==> src/rtl/timing_frame_sched.sv <==
// Parameter-frame scheduler: two staging requesters, commit arbiter,
// frame queue and a slot-paced RCV issue sequencer.
module timing_frame_sched #(
    parameter int QDEPTH    = 4,
    parameter int RCV_SETUP = 8,
    parameter int RCV_WIDTH = 4,
    parameter int RCV_HOLD  = 8
) (
    input  logic                    clk,
    input  logic                    rst,
    input  logic                    a_wr,
    input  logic [2:0]              a_addr,
    input  logic [31:0]             a_data,
    input  logic                    a_commit,
    output logic                    a_busy,
    input  logic                    b_wr,
    input  logic [2:0]              b_addr,
    input  logic [31:0]             b_data,
    input  logic                    b_commit,
    output logic                    b_busy,
    input  logic                    slot_free,
    input  logic                    clr_status,
    output logic [255:0]            frm_o,
    output logic                    RCV,
    output logic [$clog2(QDEPTH):0] q_level,
    output logic                    active,
    output logic                    err_order,
    output logic                    err_ovf,
    output logic                    wr_drop
);
    localparam int AW = $clog2(QDEPTH);

    typedef enum logic [1:0] {IDLE, SETUP, STROBE, HOLD} state_t;

    state_t        state, state_n;
    logic [15:0]   cnt, cnt_n;
    logic [31:0]   a_buf [8];
    logic [31:0]   b_buf [8];
    logic [255:0]  mem [QDEPTH];
    logic [AW-1:0] wr_ptr, rd_ptr;
    logic [255:0]  a_frm, b_frm, g_frm, head;
    logic          prio_b, first_frame, slot_lat;
    logic          full, grant_a, grant_b, gnt;
    logic          enq, rej, pop;

    function automatic logic is_special(input logic [255:0] f);
        return (f[255:224] == 32'h1234FFFF) ||
               (f[255:224] == 32'h9999FFFF) ||
               (f[255:224] == 32'h8888FFFF);
    endfunction

    function automatic logic bad_order(input logic [255:0] f);
        logic [31:0] tni, tki, tnp, tkp;
        tni = f[127:96];
        tki = f[159:128];
        tnp = f[191:160];
        tkp = f[223:192];
        return (tnp != 0 && tkp != 0 && tnp >= tkp) ||
               (tni != 0 && tki != 0 && tni >= tki);
    endfunction

    always_comb begin
        a_frm = '0;
        b_frm = '0;
        for (int i = 0; i < 8; i++) begin
            a_frm[32*i +: 32] = a_buf[i];
            b_frm[32*i +: 32] = b_buf[i];
        end
    end

    // prio_b only moves on contended grants, so the winner of a tie
    // loses the next tie regardless of uncontended grants in between
    assign head    = mem[rd_ptr];
    assign full    = (q_level == (AW+1)'(QDEPTH));
    assign grant_a = a_busy && !full && (!b_busy || !prio_b);
    assign grant_b = b_busy && !full && (!a_busy || prio_b);
    assign gnt     = grant_a || grant_b;
    assign g_frm   = grant_a ? a_frm : b_frm;
    assign enq     = gnt && (is_special(g_frm) || !bad_order(g_frm));
    assign rej     = gnt && !enq;
    assign pop     = (state == IDLE) && (q_level != 0) &&
                     (first_frame || slot_lat || is_special(head));
    assign active  = (state != IDLE);

    always_comb begin
        state_n = state;
        cnt_n   = cnt;
        unique case (state)
            IDLE: begin
                cnt_n = '0;
                if (pop) state_n = SETUP;
            end
            SETUP: begin
                cnt_n = cnt + 16'd1;
                if (cnt == 16'(RCV_SETUP - 1)) begin
                    state_n = STROBE;
                    cnt_n   = '0;
                end
            end
            STROBE: begin
                cnt_n = cnt + 16'd1;
                if (cnt == 16'(RCV_WIDTH - 1)) begin
                    state_n = HOLD;
                    cnt_n   = '0;
                end
            end
            HOLD: begin
                cnt_n = cnt + 16'd1;
                if (cnt == 16'(RCV_HOLD - 1)) begin
                    state_n = IDLE;
                    cnt_n   = '0;
                end
            end
            default: state_n = IDLE;
        endcase
    end

    always_ff @(posedge clk) begin
        if (rst) begin
            state       <= IDLE;
            cnt         <= '0;
            RCV         <= 1'b0;
            frm_o       <= '1;
            first_frame <= 1'b1;
            slot_lat    <= 1'b0;
        end else begin
            state    <= state_n;
            cnt      <= cnt_n;
            RCV      <= (state_n == STROBE);
            slot_lat <= slot_free || (slot_lat && !pop);
            if (pop) begin
                frm_o       <= head;
                first_frame <= 1'b0;
            end
        end
    end

    always_ff @(posedge clk) begin
        if (enq) mem[wr_ptr] <= g_frm;
    end

    always_ff @(posedge clk) begin
        if (rst) begin
            wr_ptr  <= '0;
            rd_ptr  <= '0;
            q_level <= '0;
        end else begin
            if (enq) wr_ptr <= wr_ptr + 1'b1;
            if (pop) rd_ptr <= rd_ptr + 1'b1;
            q_level <= q_level + (AW+1)'(enq) - (AW+1)'(pop);
        end
    end

    always_ff @(posedge clk) begin
        if (rst) begin
            a_busy    <= 1'b0;
            b_busy    <= 1'b0;
            prio_b    <= 1'b0;
            err_order <= 1'b0;
            err_ovf   <= 1'b0;
            wr_drop   <= 1'b0;
            for (int i = 0; i < 8; i++) begin
                a_buf[i] <= '1;
                b_buf[i] <= '1;
            end
        end else begin
            if (a_wr && !a_busy) a_buf[a_addr] <= a_data;
            if (b_wr && !b_busy) b_buf[b_addr] <= b_data;
            if (a_commit && !a_busy) a_busy <= 1'b1;
            else if (grant_a)        a_busy <= 1'b0;
            if (b_commit && !b_busy) b_busy <= 1'b1;
            else if (grant_b)        b_busy <= 1'b0;
            if (a_busy && b_busy && gnt) prio_b <= grant_a;
            err_order <= rej;
            err_ovf   <= (full && (a_busy || b_busy)) ||
                         (err_ovf && !clr_status);
            wr_drop   <= (a_busy && (a_wr || a_commit)) ||
                         (b_busy && (b_wr || b_commit)) ||
                         (wr_drop && !clr_status);
        end
    end
endmodule

==> config.mk <==
export PLATFORM = sky130hd
export DESIGN_NAME = timing_frame_sched
export DESIGN_NICKNAME = d
export VERILOG_FILES = /design/src/rtl/timing_frame_sched.sv
export SDC_FILE = /design/constraint.sdc
export NUM_CORES = 2
export LEC_CHECK = 0
export CORE_ASPECT_RATIO = 1.1
export CORE_MARGIN = 2
export CORE_UTILIZATION = 30
export DETAILED_ROUTE_END_ITERATION = 10
export PLACE_DENSITY = 0.41
export SLEW_MARGIN = 40
export SYNTH_ARGS = -nofsm -noshare
export SYNTH_HDL_FRONTEND = slang
export SYNTH_SLANG_ARGS = --single-unit
==> constraint.sdc <==
create_clock -name clk -period 53.4 [get_ports clk]
set_input_delay 5.34 -clock clk [delete_from_list [all_inputs] [get_ports clk]]
set_output_delay 5.34 -clock clk [all_outputs]
set_load 0.02 [all_outputs]
==> Word-level counts from Yosys, hierarchy flattened <==
Memories as Yosys holds them, arrays and structs flattened. A register that Yosys moved wholly into a read port is not among the register bits.
Index checks and enable logic that the tools add are counted.
{ "word_totals": {"n_memories": 3, "ramBits": 1536, "ff_bits": 290, "out_inout_bits": 266} }
{ "op_classes": {"add_sub_neg": 5, "eq_ne": 13, "n_reduce_logical": 62, "n_lt_le_gt_ge": 2, "muxes": 31} }
{ "mem_list": {"columns": ["memory", "words", "width", "rd", "rd_ports_with_merged_regs", "write_ports", "line_no", "text"], "rows": [
  ["mem", 4, 256, 1, 1, 1, "39", "logic [255:0] mem [QDEPTH];"],
  ["a_buf", 8, 32, 8, 0, 8, "37", "logic [31:0] a_buf [8];"],
  ["b_buf", 8, 32, 8, 0, 8, "38", "logic [31:0] b_buf [8];"]
]} }
{ "ops": {"columns": ["op", "count"], "rows": [
  ["$mux W256", 1],
  ["$eq A32 B32 Y1 const B", 4],
  ["$reduce_bool A32 Y1", 4],
  ["$eq A32 B29 Y1 const B", 2],
  ["$ge A32 B32 Y1", 2],
  ["$mux W32", 2],
  ["$reduce_or A32 Y1", 2],
  ["$pmux W16 S3", 1],
  ["$mux W16", 2],
  ["$logic_and A1 B1 Y1", 24],
  ["$logic_or A1 B1 Y1", 18],
  ["$add A16 B1 Y16 const B", 1],
  ["$eq A16 B2 Y1 const B", 1],
  ["$eq A16 B3 Y1 const B", 1],
  ["$mux W1", 16],
  ["$mux W2", 6],
  ["$logic_not A1 Y1", 8],
  ["$pmux W2 S4", 1],
  ["$eq A2 B2 Y1 const B", 3],
  ["$mux W3", 2],
  ["$reduce_bool A2 Y1", 3],
  ["$add A2 B1 Y2 const B", 2],
  ["$add A3 B1 Y3", 1],
  ["$eq A3 B3 Y1 const B", 1],
  ["5 further kinds", 5]
]} }

==> Longest topological paths before layout <==
{ "depth": {"word_depth": 14, "mapped_depth": 23, "mapped_depth_nobuf": 19} }

==> Worst setup path after synthesis <==
No wires, ideal clock.
{ "synth_timing": {"path_type": "register to register", "startpoint": "register q_level[2]", "endpoint": "memory mem[0][0], enable pin", "path_stages_with_launch": 17, "path_slack_ns": 30.097, "arrival_ns": 22.054, "path_buffers": 4, "t_required_ns": 52.150, "setup_ns": 1.250, "path_cell_list": "dfxtp_1 or3b_2 nand2_1 clkbuf_1 clkbuf_1 buf_1 clkbuf_1 nand2_1 nand2_1 ha_1 and4_1 a211oi_1 nand3_1 a211o_1 a21oi_1 o22ai_1 a211oi_1"} }
{ "synth_between": {"elab_chain_len": 14, "word_cells_on_any_way": 29, "cone_classes": "order compare: 2; eq/ne: 4; mux: 3; reduce/logical: 20"} }
{ "synth_rtl": {"columns": ["element", "line_no", "text"], "rows": [
  ["from (decl)", "25", "output logic [$clog2(QDEPTH):0] q_level,"],
  ["from (signal assigned)", "150", "q_level <= q_level + (AW+1)'(enq) - (AW+1)'(pop);"],
  ["$eq A3 B3 Y1 *", "74", "assign full = (q_level == (AW+1)'(QDEPTH));"],
  ["$logic_not A1 Y1 *", "75", "assign grant_a = a_busy && !full && (!b_busy || !prio_b);"],
  ["$logic_and A1 B1 Y1 * (2 in a row)", "75", null],
  ["$mux W256 *", "78", "assign g_frm = grant_a ? a_frm : b_frm;"],
  ["via g_frm[105]", "41", "logic [255:0] a_frm, b_frm, g_frm, head;"],
  ["parallel branches: the longest is 2 deep, another holds $ge A32 B32 Y1", null, null],
  ["$logic_and A1 B1 Y1 *", "59", "(tni != 0 && tki != 0 && tni >= tki);"],
  ["$logic_or A1 B1 Y1 *", "58", "return (tnp != 0 && tkp != 0 && tnp >= tkp) ||"],
  ["$logic_not A1 Y1 *", "79", "assign enq = gnt && (is_special(g_frm) || !bad_order(g_frm));"],
  ["$logic_or A1 B1 Y1 *", "79", null],
  ["$logic_and A1 B1 Y1 *", "79", null],
  ["$mux W1 *", "139", "if (enq) mem[wr_ptr] <= g_frm;"],
  ["$mux W1 (implied by the code) *", "139", null],
  ["to (decl)", "39", null]
]} }
Mark *: on every way through the listed nets, which the timed path passes.

==> Worst setup path in the final report <==
{ "layout_timing": {"startpoint": "register q_level[1]", "endpoint": "memory mem[0][40], enable pin"} }
Same word-level chain as after synthesis.

==> impl_metrics.yaml <==
critical_path:
  worstPathCellList: "or3b_2 -> nand2_4 -> buf_4 -> buf_4 -> nand2_1 -> nand2_1 -> inv_1 -> ha_1 -> and4_1 -> a211oi_1 -> nand3_1 -> a211o_1 -> a21oi_2 -> o22ai_2 -> a211oi_4 -> buf_4 -> buf_6 -> buf_4 -> buf_4"
  r2r_cells: 19
  r2r-start: "q_level[1]$_SDFF_PP0_"
  reg2reg_slack_ns: 45.14
  cp-end-kind: "flop"
  cp.required_ns: 53.88
  path_common_cell: "buf_4"
  critPathKind: "flop to flop"
  cp-start-kind: "flop"
  critPathMaxFanout: 56
  crit_family: "buffers and inverters"
  critPathArrivalTime_ns: 8.74
  path_buf_inv: 7
  startpoint: "q_level[1]$_SDFF_PP0_"
  reg2reg_to: "mem[0][40]$_DFFE_PP_"
  max_stage_delay_ns: 0.67
  crit_slowest_cell: "buf_4"
grt:
  grt_max_degree: 163
  gr-usage-all-layers_pct: 18.25
  antenna_found_initial: 61
  grt_pass1_vias: 41290
  grt_pass1_wl_mm: 319.3
  grt-ovfl-total: 0
drt:
  num_vias: 41570
  ant_nets: 0
  dr.pass1.iters: 5
  totalWireLength_mm: 226.5
  drt-vias-per-instance: 4.834
  drc: 0
  drtIter0Drc: 4100
  post_drt_wl_per_cell_um: 26.34
synthesis:
  synth_edf_count: 1536
  syn_avg_cell_area_um2: 14.88
  yosys-top-cells-area: "edfxtp_1 (64%), dfxtp_1 (8.1%), mux4_2 (8.0%)"
  yosysUniqueCellTypes: 65
  ys_ff_latch: 1828
  synth_area_um2: 72150
  ys.flop_type: "edfxtp_1"
  syn_inst: 4848
  synth_top_area_share_pct: 63.93
  synthArstFlopShare_pct: 0
  synthesis.nets: 4998
  yosys_warnings: 0
  yosysSeqAreaShare_pct: 72.03
  yosysTopAreaCell: "edfxtp_1"
worst_hold_path:
  hold_end: "cnt[0]$_SDFF_PP0_"
  whs_path_depth: 1
  min_path_type: "flop to flop"
  hold_path_startpoint: "cnt[0]$_SDFF_PP0_"
timing:
  timing.fmax_mhz: 121.0
  finClkSkew_ns: 0.05748
  fin_crit_sh_pct: 15.47
  setup_violations: 0
  relSlewSlack_pct: 39.46
  setup-tns-final_ns: 0
  worst_slack_ns: 45.14
  rsz0062_at_grt: "no"
  period_needed_ns: 8.262
  worstMarginPinSlew_ns: 0.9081
  slew_violations: 0
  final-hold-violation-count: 0
floorplanning:
  num_io_pins: 344
  num_rows: 188
  start_util_pct: 30.22
  die_width_um: 471.6
  die_h_um: 518.4
  fp.dieArea_um2: 244500
  coreArea_um2: 238800
placed_design:
  place_area_um2: 79470
  gp_congestion: 0.7776
  dp_slack_ns: 44.86
  dpl.hpwl_mm: 143.3
  port_buffers: 343
clocking:
  post_cts_buffers: 0
  cts_resized: 0
  cts_buffers: 204
  cts.sinks: 1828
  clk_pin_slew_ns: 0.06
  cts_tree: "done"
  hold_buffers: 0
  htree_levels: 4
  clockBufferDepth: 3
  root_buffer: "clkbuf_16"
  clk_latency_ns: 0.86
job:
  cap_violations: 0
outcome:
  outcome: "completed"
final_layout:
  mostFrequentLayoutCells: "edfxtp_1 (1536), nand2_1 (598), or2_2 (389)"
  final.fill_count: 22650
  mostFrequentLayoutCell: "edfxtp_1"
  area_growth_pct: 19.82
  drive_above_1_share_pct: 20.66
  final_nets: 5397
  design_area_um2: 86460
power:
  power.density_nw_per_um2: 48.80
  p_leak_uw: 0.02666
  ir_worst_vdd_uv: 41.99
  swShare_pct: 30.34
  switchingPower_uw: 1280
  pwr-share-clk_pct: 33.3
  p_seq_share_pct: 43.4
  comb_power_share_pct: 23.3
  p_int_uw: 2939
  power_uw: 4219
## logic make-up after synthesis
logic type	share of synthesized area (%)
AND/OR/NAND/NOR	12.82
flip-flops	72.03
AO/OA/AOI/OAI	2.811
buffers and inverters	1.992
multiplexers	8.856
adder cells (fa/ha/maj)	1.259
XOR/XNOR	0.2306
## stage by stage
stage	hold slack [ns]	utilization, %	cells
floorplan	0.4175	-	4848
global placement	0.4277	33.26	8166
detailed placement	0.4409	33.29	8169
CTS	0.4530	36.09	8550
global route	0.4736	36.18	8566
finish	0.4439	36.21	8600
## Yosys cell counts, types with 59 or more instances
master       n
edfxtp_1  1536
nand2_1    607
or2_2      391
nor2_1     302
dfxtp_1    292
a21oi_1    285
nor3_1     279
mux4_2     256
clkbuf_1   185
nand2b_1   147
inv_1       77
buf_2       72
ha_1        71
nor4_1      68
mux2i_1     59
## worst max path at each step
stage	end	slack (ns)	depth (start not counted)
CTS	mem[0][40]$_DFFE_PP_	44.90	19
detailed placement	mem[0][98]$_DFFE_PP_	44.86	19
finish	mem[0][40]$_DFFE_PP_	45.14	19
global route	mem[0][40]$_DFFE_PP_	44.67	19
floorplan	mem[0][0]$_DFFE_PP_	30.10	16
global placement	b_buf[1][13]$_SDFFCE_PN1P_	44.21	5
## power by group through the flow
stage          Combinational, µW  Sequential [µW]  Clock [µW]
6_report                     983             1830        1400
5_1_grt                     1070             1850        1500
4_1_cts                     1010             1840        1450
3_5_place_dp                1000             1860           0
3_3_place_gp                1000             1860           0
2_1_floorplan                505             2020           0
## area by class of cell
| class | instances | area (µm²) | area share [%] |
|---|---|---|---|
| Clock inverter | 114 | 1192 | 1.379 |
| Antenna cell | 43 | 107.6 | 0.1245 |
| Tap cell | 3135 | 3923 | 4.537 |
| Timing Repair Buffer | 470 | 4573 | 5.290 |
| Sequential cell | 1828 | 51980 | 60.12 |
| Inverter | 77 | 289.0 | 0.3343 |
| Multi-Input combinational cell | 2666 | 18900 | 21.86 |
| Clock buffer | 267 | 5497 | 6.358 |
## flip-flops by register name, indices dropped and copies added, names as in the netlist, named ones only
| register | count |
|---|---|
| a_buf | 256 |
| b_busy | 1 |
| first_frame | 1 |
| err_order | 1 |
| RCV | 1 |
| mem | 1024 |
| wr_drop | 1 |
| prio_b | 1 |
| slot_lat | 1 |
| q_level | 3 |
| b_buf | 256 |
| cnt | 16 |
| frm_o | 256 |
| a_busy | 1 |
| wr_ptr | 2 |
| state | 2 |
| err_ovf | 1 |
| rd_ptr | 2 |
## per-layer routing
metal / GRT usage, % / routed length (µm)
met5: 0 / 0
met1: 25.34 / 99380
met2: 29.54 / 107500
met4: 5.101 / 5392
met3: 2.922 / 14190
(Power assumes the default switching activity.)
